## src/rtl/conv_acc_pkg.sv

```systemverilog
// Shared definitions for the psum collector: FSM states, width defaults and sign extension.
package conv_acc_pkg;

    typedef enum logic [1:0] {
        StIdle  = 2'd0,
        StAccum = 2'd1,
        StDrain = 2'd2
    } state_e;

    localparam int unsigned DefDataWidth = 16;
    localparam int unsigned DefAccWidth  = 32;

    // Sign-extend the low 'width' bits of val to 64 bits; callers truncate to their width.
    function automatic logic [63:0] sext_to64(input logic [63:0] val, input int unsigned width);
        logic [63:0] mask;
        logic        sign;
        mask = ~64'd0 << width;
        sign = |(val & (64'd1 << (width - 1)));
        return sign ? (val | mask) : (val & ~mask);
    endfunction

endpackage

```

## src/rtl/psum_acc_buf.sv

```systemverilog
// Accumulation buffer: one packed row of NUM_COL accumulators per address.
// The write port has a same-address combinational read for read-modify-write,
// and a separate read port with registered data feeds the drain.
module psum_acc_buf #(
    parameter int unsigned NUM_COL   = 3,
    parameter int unsigned ACC_WIDTH = 32,
    parameter int unsigned OUT_LEN   = 16,
    parameter int unsigned ADDR_W    = 4
) (
    input  logic                         clk_i,
    input  logic                         wr_en_i,
    input  logic [ADDR_W-1:0]            wr_addr_i,
    input  logic [NUM_COL*ACC_WIDTH-1:0] wr_data_i,
    output logic [NUM_COL*ACC_WIDTH-1:0] rmw_data_o,
    input  logic                         rd_en_i,
    input  logic [ADDR_W-1:0]            rd_addr_i,
    output logic [NUM_COL*ACC_WIDTH-1:0] rd_data_o
);

    logic [NUM_COL*ACC_WIDTH-1:0] mem_q [OUT_LEN];
    logic [NUM_COL*ACC_WIDTH-1:0] rd_data_q;

    // Storage write; no reset because pass 0 of every job overwrites each used row.
    always_ff @(posedge clk_i) begin
        if (wr_en_i) begin
            mem_q[wr_addr_i] <= wr_data_i;
        end
    end

    // Registered read port; holds its value while rd_en_i is low (output stall).
    always_ff @(posedge clk_i) begin
        if (rd_en_i) begin
            rd_data_q <= mem_q[rd_addr_i];
        end
    end

    // Same-cycle read of the row being updated keeps accumulation at one beat per cycle.
    assign rmw_data_o = mem_q[wr_addr_i];
    assign rd_data_o  = rd_data_q;

endmodule

```

## src/rtl/psum_collector.sv

```systemverilog
// Collects PE-array column psums, accumulates them over several passes and drains
// the results as a valid/ready stream.
module psum_collector
    import conv_acc_pkg::*;
#(
    parameter int unsigned DATA_WIDTH = DefDataWidth,
    parameter int unsigned ACC_WIDTH  = DefAccWidth,
    parameter int unsigned NUM_COL    = 3,
    parameter int unsigned OUT_LEN    = 16,
    parameter int unsigned LEN_W      = $clog2(OUT_LEN + 1)
) (
    input  logic                          clk,
    input  logic                          rst,
    input  logic                          cfg_valid,
    output logic                          cfg_ready,
    input  logic [LEN_W-1:0]              cfg_len,
    input  logic [7:0]                    cfg_num_pass,
    input  logic                          psum_in_valid,
    output logic                          psum_in_ready,
    input  logic [NUM_COL*DATA_WIDTH-1:0] psum_in_data,
    output logic                          out_valid,
    input  logic                          out_ready,
    output logic [NUM_COL*ACC_WIDTH-1:0]  out_data,
    output logic                          out_last,
    output logic                          busy,
    output logic                          done
);

    // ACC_WIDTH is limited to 64 by the sign-extension helper.
    localparam int unsigned ADDR_W = (OUT_LEN > 1) ? $clog2(OUT_LEN) : 1;
    localparam logic [LEN_W-1:0] MaxLen = LEN_W'(OUT_LEN);

    state_e state_q, state_d;

    logic [LEN_W-1:0] len_q, len_d;
    logic [LEN_W-1:0] idx_q, idx_d;
    logic [LEN_W-1:0] rd_ptr_q, rd_ptr_d;
    logic [7:0]       num_pass_q, num_pass_d;
    logic [7:0]       pass_q, pass_d;
    logic             out_valid_q, out_valid_d;
    logic             out_last_q, out_last_d;
    logic             done_q, done_d;

    logic             cfg_fire;
    logic             in_fire;
    logic             out_fire;
    logic             idx_wrap;
    logic             fetch;
    logic [LEN_W-1:0] len_last;

    logic [NUM_COL*ACC_WIDTH-1:0] wr_data;
    logic [NUM_COL*ACC_WIDTH-1:0] rmw_data;
    logic [NUM_COL*ACC_WIDTH-1:0] rd_data;

    // cfg_ready is gated by rst so it reads low while reset is held.
    assign cfg_ready     = (state_q == StIdle) && !rst;
    assign psum_in_ready = (state_q == StAccum);
    assign busy          = (state_q != StIdle);
    assign out_valid     = out_valid_q;
    assign out_last      = out_last_q;
    assign out_data      = out_valid_q ? rd_data : '0;
    assign done          = done_q;

    assign cfg_fire = cfg_valid && cfg_ready;
    assign in_fire  = psum_in_valid && psum_in_ready;
    assign out_fire = out_valid_q && out_ready;
    assign len_last = len_q - 1'b1;
    assign idx_wrap = (idx_q == len_last);
    // Prefetch the next row whenever the output register is empty or being consumed.
    assign fetch    = (state_q == StDrain) && (rd_ptr_q < len_q) && (!out_valid_q || out_ready);

    // Per-column accumulate: pass 0 overwrites, later passes add with wrap-around.
    for (genvar c = 0; c < NUM_COL; c++) begin : g_col
        logic [DATA_WIDTH-1:0] col_in;
        logic [ACC_WIDTH-1:0]  col_ext;
        logic [ACC_WIDTH-1:0]  col_old;
        assign col_in  = psum_in_data[c*DATA_WIDTH +: DATA_WIDTH];
        assign col_ext = ACC_WIDTH'(sext_to64(64'(col_in), DATA_WIDTH));
        assign col_old = rmw_data[c*ACC_WIDTH +: ACC_WIDTH];
        assign wr_data[c*ACC_WIDTH +: ACC_WIDTH] = (pass_q == 8'd0) ? col_ext
                                                                     : col_old + col_ext;
    end

    psum_acc_buf #(
        .NUM_COL  (NUM_COL),
        .ACC_WIDTH(ACC_WIDTH),
        .OUT_LEN  (OUT_LEN),
        .ADDR_W   (ADDR_W)
    ) u_buf (
        .clk_i     (clk),
        .wr_en_i   (in_fire),
        .wr_addr_i (ADDR_W'(idx_q)),
        .wr_data_i (wr_data),
        .rmw_data_o(rmw_data),
        .rd_en_i   (fetch),
        .rd_addr_i (ADDR_W'(rd_ptr_q)),
        .rd_data_o (rd_data)
    );

    // Next-state logic for the FSM, counters, latched config and output flags.
    always_comb begin
        state_d     = state_q;
        len_d       = len_q;
        num_pass_d  = num_pass_q;
        idx_d       = idx_q;
        pass_d      = pass_q;
        rd_ptr_d    = rd_ptr_q;
        out_valid_d = out_valid_q;
        out_last_d  = out_last_q;
        done_d      = 1'b0;

        unique case (state_q)
            StIdle: begin
                if (cfg_fire) begin
                    len_d      = ((cfg_len == '0) || (cfg_len > MaxLen)) ? MaxLen : cfg_len;
                    num_pass_d = (cfg_num_pass == 8'd0) ? 8'd1 : cfg_num_pass;
                    idx_d      = '0;
                    pass_d     = '0;
                    state_d    = StAccum;
                end
            end
            StAccum: begin
                if (in_fire) begin
                    if (idx_wrap) begin
                        idx_d  = '0;
                        pass_d = pass_q + 8'd1;
                        if (pass_q == num_pass_q - 8'd1) begin
                            state_d     = StDrain;
                            rd_ptr_d    = '0;
                            out_valid_d = 1'b0;
                            out_last_d  = 1'b0;
                        end
                    end else begin
                        idx_d = idx_q + 1'b1;
                    end
                end
            end
            StDrain: begin
                if (fetch) begin
                    rd_ptr_d    = rd_ptr_q + 1'b1;
                    out_valid_d = 1'b1;
                    out_last_d  = (rd_ptr_q == len_last);
                end else if (out_fire) begin
                    out_valid_d = 1'b0;
                end
                if (out_fire && out_last_q) begin
                    state_d     = StIdle;
                    out_valid_d = 1'b0;
                    out_last_d  = 1'b0;
                    done_d      = 1'b1;
                end
            end
            default: begin
                state_d = StIdle;
            end
        endcase
    end

    // State register; reset discards any partial job.
    always_ff @(posedge clk or posedge rst) begin
        if (rst) begin
            state_q     <= StIdle;
            len_q       <= '0;
            num_pass_q  <= '0;
            idx_q       <= '0;
            pass_q      <= '0;
            rd_ptr_q    <= '0;
            out_valid_q <= 1'b0;
            out_last_q  <= 1'b0;
            done_q      <= 1'b0;
        end else begin
            state_q     <= state_d;
            len_q       <= len_d;
            num_pass_q  <= num_pass_d;
            idx_q       <= idx_d;
            pass_q      <= pass_d;
            rd_ptr_q    <= rd_ptr_d;
            out_valid_q <= out_valid_d;
            out_last_q  <= out_last_d;
            done_q      <= done_d;
        end
    end

endmodule

```

## config.mk

```make
export PLATFORM = sky130hd
export DESIGN_NAME = psum_collector
export DESIGN_NICKNAME = d
export VERILOG_FILES = /design/src/rtl/conv_acc_pkg.sv /design/src/rtl/psum_acc_buf.sv /design/src/rtl/psum_collector.sv
export SDC_FILE = /design/constraint.sdc
export NUM_CORES = 2
export LEC_CHECK = 0
export ABC_AREA = 0
export CAP_MARGIN = 20
export CORE_MARGIN = 2
export CORE_UTILIZATION = 45
export CTS_CLUSTER_SIZE = 20
export DETAILED_ROUTE_END_ITERATION = 10
export HOLD_SLACK_MARGIN = 0.05
export PLACE_DENSITY = 0.7
export SETUP_SLACK_MARGIN = 0.4
export SLEW_MARGIN = 30
export SYNTH_ARGS = -nofsm -noshare
export SYNTH_HDL_FRONTEND = slang
export SYNTH_SLANG_ARGS = --single-unit
export TNS_END_PERCENT = 50
```

## constraint.sdc

```tcl
create_clock -name clk -period 9.4 [get_ports clk]
set_clock_uncertainty 0.2 [all_clocks]
set_input_delay 1.88 -clock clk [delete_from_list [all_inputs] [get_ports clk]]
set_output_delay 1.88 -clock clk [all_outputs]
set_load 0.05 [all_outputs]
```

==> flow_metrics.tcl <==
set metrics [dict create \
    status "completed" \
    gr-usage-met2_pct 37.8 \
    drt_iter0_drc 5625 \
    min_path_type "reg2reg" \
    min_period_ns 6.82 \
    timing.hold.ws_ns 0.336 \
    ir_worst_vdd_mv 0.218 \
    cp.required_ns 9.75 \
    use_met1_pct 33.1 \
    num_rows 154 \
    clock-sinks 1668 \
    drive_gt1_share_pct 33.0 \
    grt_pass1_wl_um 307000 \
    power_leakage_nw 27.9 \
    cts_resized 0 \
    syn2layout_area_growth_pct 13.6 \
    postRouteAntennaNets 0 \
    ys_seq_area_share_pct 62.4 \
    use_met3_pct 3.44 \
    grt_pass1_vias 44300 \
    post_drt_via_cell_ratio 6.53 \
    finalSetupViolations 0 \
    nets 4405 \
    die_y_um 425 \
    synth_ff_type "edfxtp_1" \
    worstPathBufferInverterCount 2 \
    synth_area_um2 79900 \
    cts_buffer_depth 3 \
    grt_usage_pct 23.4 \
    cts-root-buf "clkbuf_16" \
    drc 0 \
    post-cts-setup-buffer-count 0 \
    gr-max-usage-layer "met2" \
    dieArea_um2 181000 \
    max_freq_ghz 0.147 \
    fill_cells 13600 \
    place_congestion 0.832 \
    vias 43800 \
    antenna_found_initial 9 \
    critPathKind "reg2reg" \
    utilization_pct 51.5 \
    worst_slew_pin_slew_ns 1.06 \
    htreeDepth 4 \
    synth_cell_types 68 \
    hold_buffers 0 \
    crit_chain "buf_4 > mux4_2 > mux4_2 > ha_1 > nor2b_1 > o21ai_0 > a21boi_0 > o311ai_0 > a31oi_1 > a31oi_1 > o21ai_0 > xnor2_1 > o21ai_0 > buf_4" \
    firstDrtPassIters 5 \
    cts_buffers 172 \
    power_density_nw_per_um2 339 \
    routedWlPerCell_um 31.4 \
    maxCapViolations 0 \
    clk_pin_slew_ns 0.06 \
    cts_tree "yes" \
    die_w_um 425 \
    worstPathMaxFanout 49 \
    ys_ff_latch 1668 \
    crit_family "compound AO/OA/AOI/OAI gates" \
    hold_viol 0 \
    synth_nets 4171 \
    crit_path_top_delay_cell "dfrtp_4" \
    grt_overflow 0 \
    cpMostUsedCell "o21ai_0" \
    place_hpwl_um 116000 \
    relSlewSlack_pct 29.1 \
    synth_enable_flop_cells 1632 \
    core_um2 176000 \
    grt_max_degree 138 \
    rsz0062_at_grt "no" \
    drv_slew 0 \
    syn_inst 3990 \
    tns_ns 0 \
    clk_latency_ns 0.82 \
    ys_warn_count 0 \
    worst_setup_path_start_kind "flip-flop" \
    start_util_pct 45.3 \
    finalWirelength_um 211000 \
    ios 168 \
    slowest_delay_ns 1.02 \
    cp.arrival_ns 7.17 \
    async_reset_ff_share_pct 2.16 \
    portBuffers 167 \
    critPathCaptureType "flip-flop" \
    syn_avg_cell_area_um2 20.0 \
    fin_crit_sh_pct 72.6 \
]
cells in the mapped netlist (13+ instances only):
cell type	count	area share, %
a211oi_1	15	0.14
a21o_1	57	0.54
a21oi_1	84	0.53
a31oi_1	15	0.12
and2_1	104	0.81
and3_1	13	0.10
buf_1	66	0.31
buf_2	28	0.18
clkbuf_1	168	0.79
dfrtp_1	36	1.1
edfxtp_1	1632	61
ha_1	112	1.8
inv_1	52	0.24
mux4_2	960	27
nand2_1	97	0.46
nand2b_1	22	0.17
nand3_1	25	0.16
nand4_1	15	0.12
nor2_1	104	0.49
nor3_1	20	0.13
o21a_1	16	0.15
o21ai_0	101	0.63
xnor2_1	55	0.60
xor2_1	46	0.50
cells by family after synthesis:
group	share of synthesized area, %
flip-flops	62.4
multiplexers	27.2
AND/OR/NAND/NOR	2.82
AO/OA/AOI/OAI	3.05
buffers and inverters	1.52
adder cells (fa/ha/maj)	1.83
XOR/XNOR	1.11
per-layer routing:
metal  routed length, um  vias to the layer above
li1                    -                    17700
met4                5390                        4
met1               83800                    23700
met2              104000                     2086
met3               16900                      318
met5                  34                        -
metrics by stage:
stage	instance area, um^2	std cells	setup slack, ns	total power [mW]
2_1_floorplan	80000	3990	0.00479	20.2
3_3_place_gp	85000	6380	2.55	23.9
3_5_place_dp	85200	6389	2.43	24.2
4_1_cts	90700	6702	2.61	30.9
5_1_grt	90800	6705	2.33	32.3
6_report	90800	6707	2.58	30.8
final timing paths:
check	from	end	slack, ns	cells past startpoint
worst max register to register	idx_q[1]	u_buf.mem_q[4][28]	2.58	14
worst max-delay path	idx_q[1]	u_buf.mem_q[4][28]	2.58	14
worst min-delay path	num_pass_q[7]	num_pass_q[7]	0.34	1
worst min register to register	num_pass_q[7]	num_pass_q[7]	0.34	1
max in group asynchronous	rst	idx_q[0]	7.30	3
min in group asynchronous	rst	len_q[3]	1.32	3
worst register-to-register path, stage by stage, from the launching register on:
cell      delay (ns)
dfrtp_4         1.02
buf_4           0.78
mux4_2          0.46
mux4_2          0.50
ha_1            0.37
nor2b_1         0.15
o21ai_0         0.11
a21boi_0        0.52
o311ai_0        0.31
a31oi_1         0.78
a31oi_1         0.46
o21ai_0         0.36
xnor2_1         0.16
o21ai_0         0.12
buf_4           0.25
area by class of cell:
cell class | count | area [um^2] | share of cell area [%]
Tap cell | 2340 | 2930 | 3.22
Clock inverter | 100 | 957 | 1.05
Clock buffer | 213 | 4520 | 4.98
Timing Repair Buffer | 322 | 3180 | 3.50
Sequential cell | 1668 | 49900 | 55.0
Inverter | 52 | 195 | 0.215
Multi-Input combinational cell | 2008 | 29100 | 32.0
Antenna cell | 4 | 10.0 | 0.0110
report_power, final:
group	switching, mW	internal, mW	leakage, nW
logic	7.40	5.06	10.1
registers	0.424	11.3	15.2
clock network	2.89	3.79	2.65
state kept, by name, indices dropped and copies added (netlist names):
register,flops
rd_ptr_q,5
u_buf.rd_data_o,96
state_q,2
out_valid,1
out_last,1
num_pass_q,8
u_buf.mem_q,1536
idx_q,5
len_q,5
pass_q,8
done,1
layout by cell type (no fill, tap or decap), types with 24 or more instances in the layout:
master	count
xnor2_1	53
clkinv_2	27
clkdlybuf4s50_1	166
a21oi_1	61
nand2_1	97
clkbuf_1	38
clkinv_1	31
nor2_1	92
ha_1	112
dfrtp_1	27
inv_1	52
nand3_1	24
buf_4	123
a21o_1	57
xor2_1	45
clkbuf_16	175
o21ai_0	98
mux4_2	960
edfxtp_1	1632
and2_1	104
Note: power is estimated with default switching activity, not from simulation.
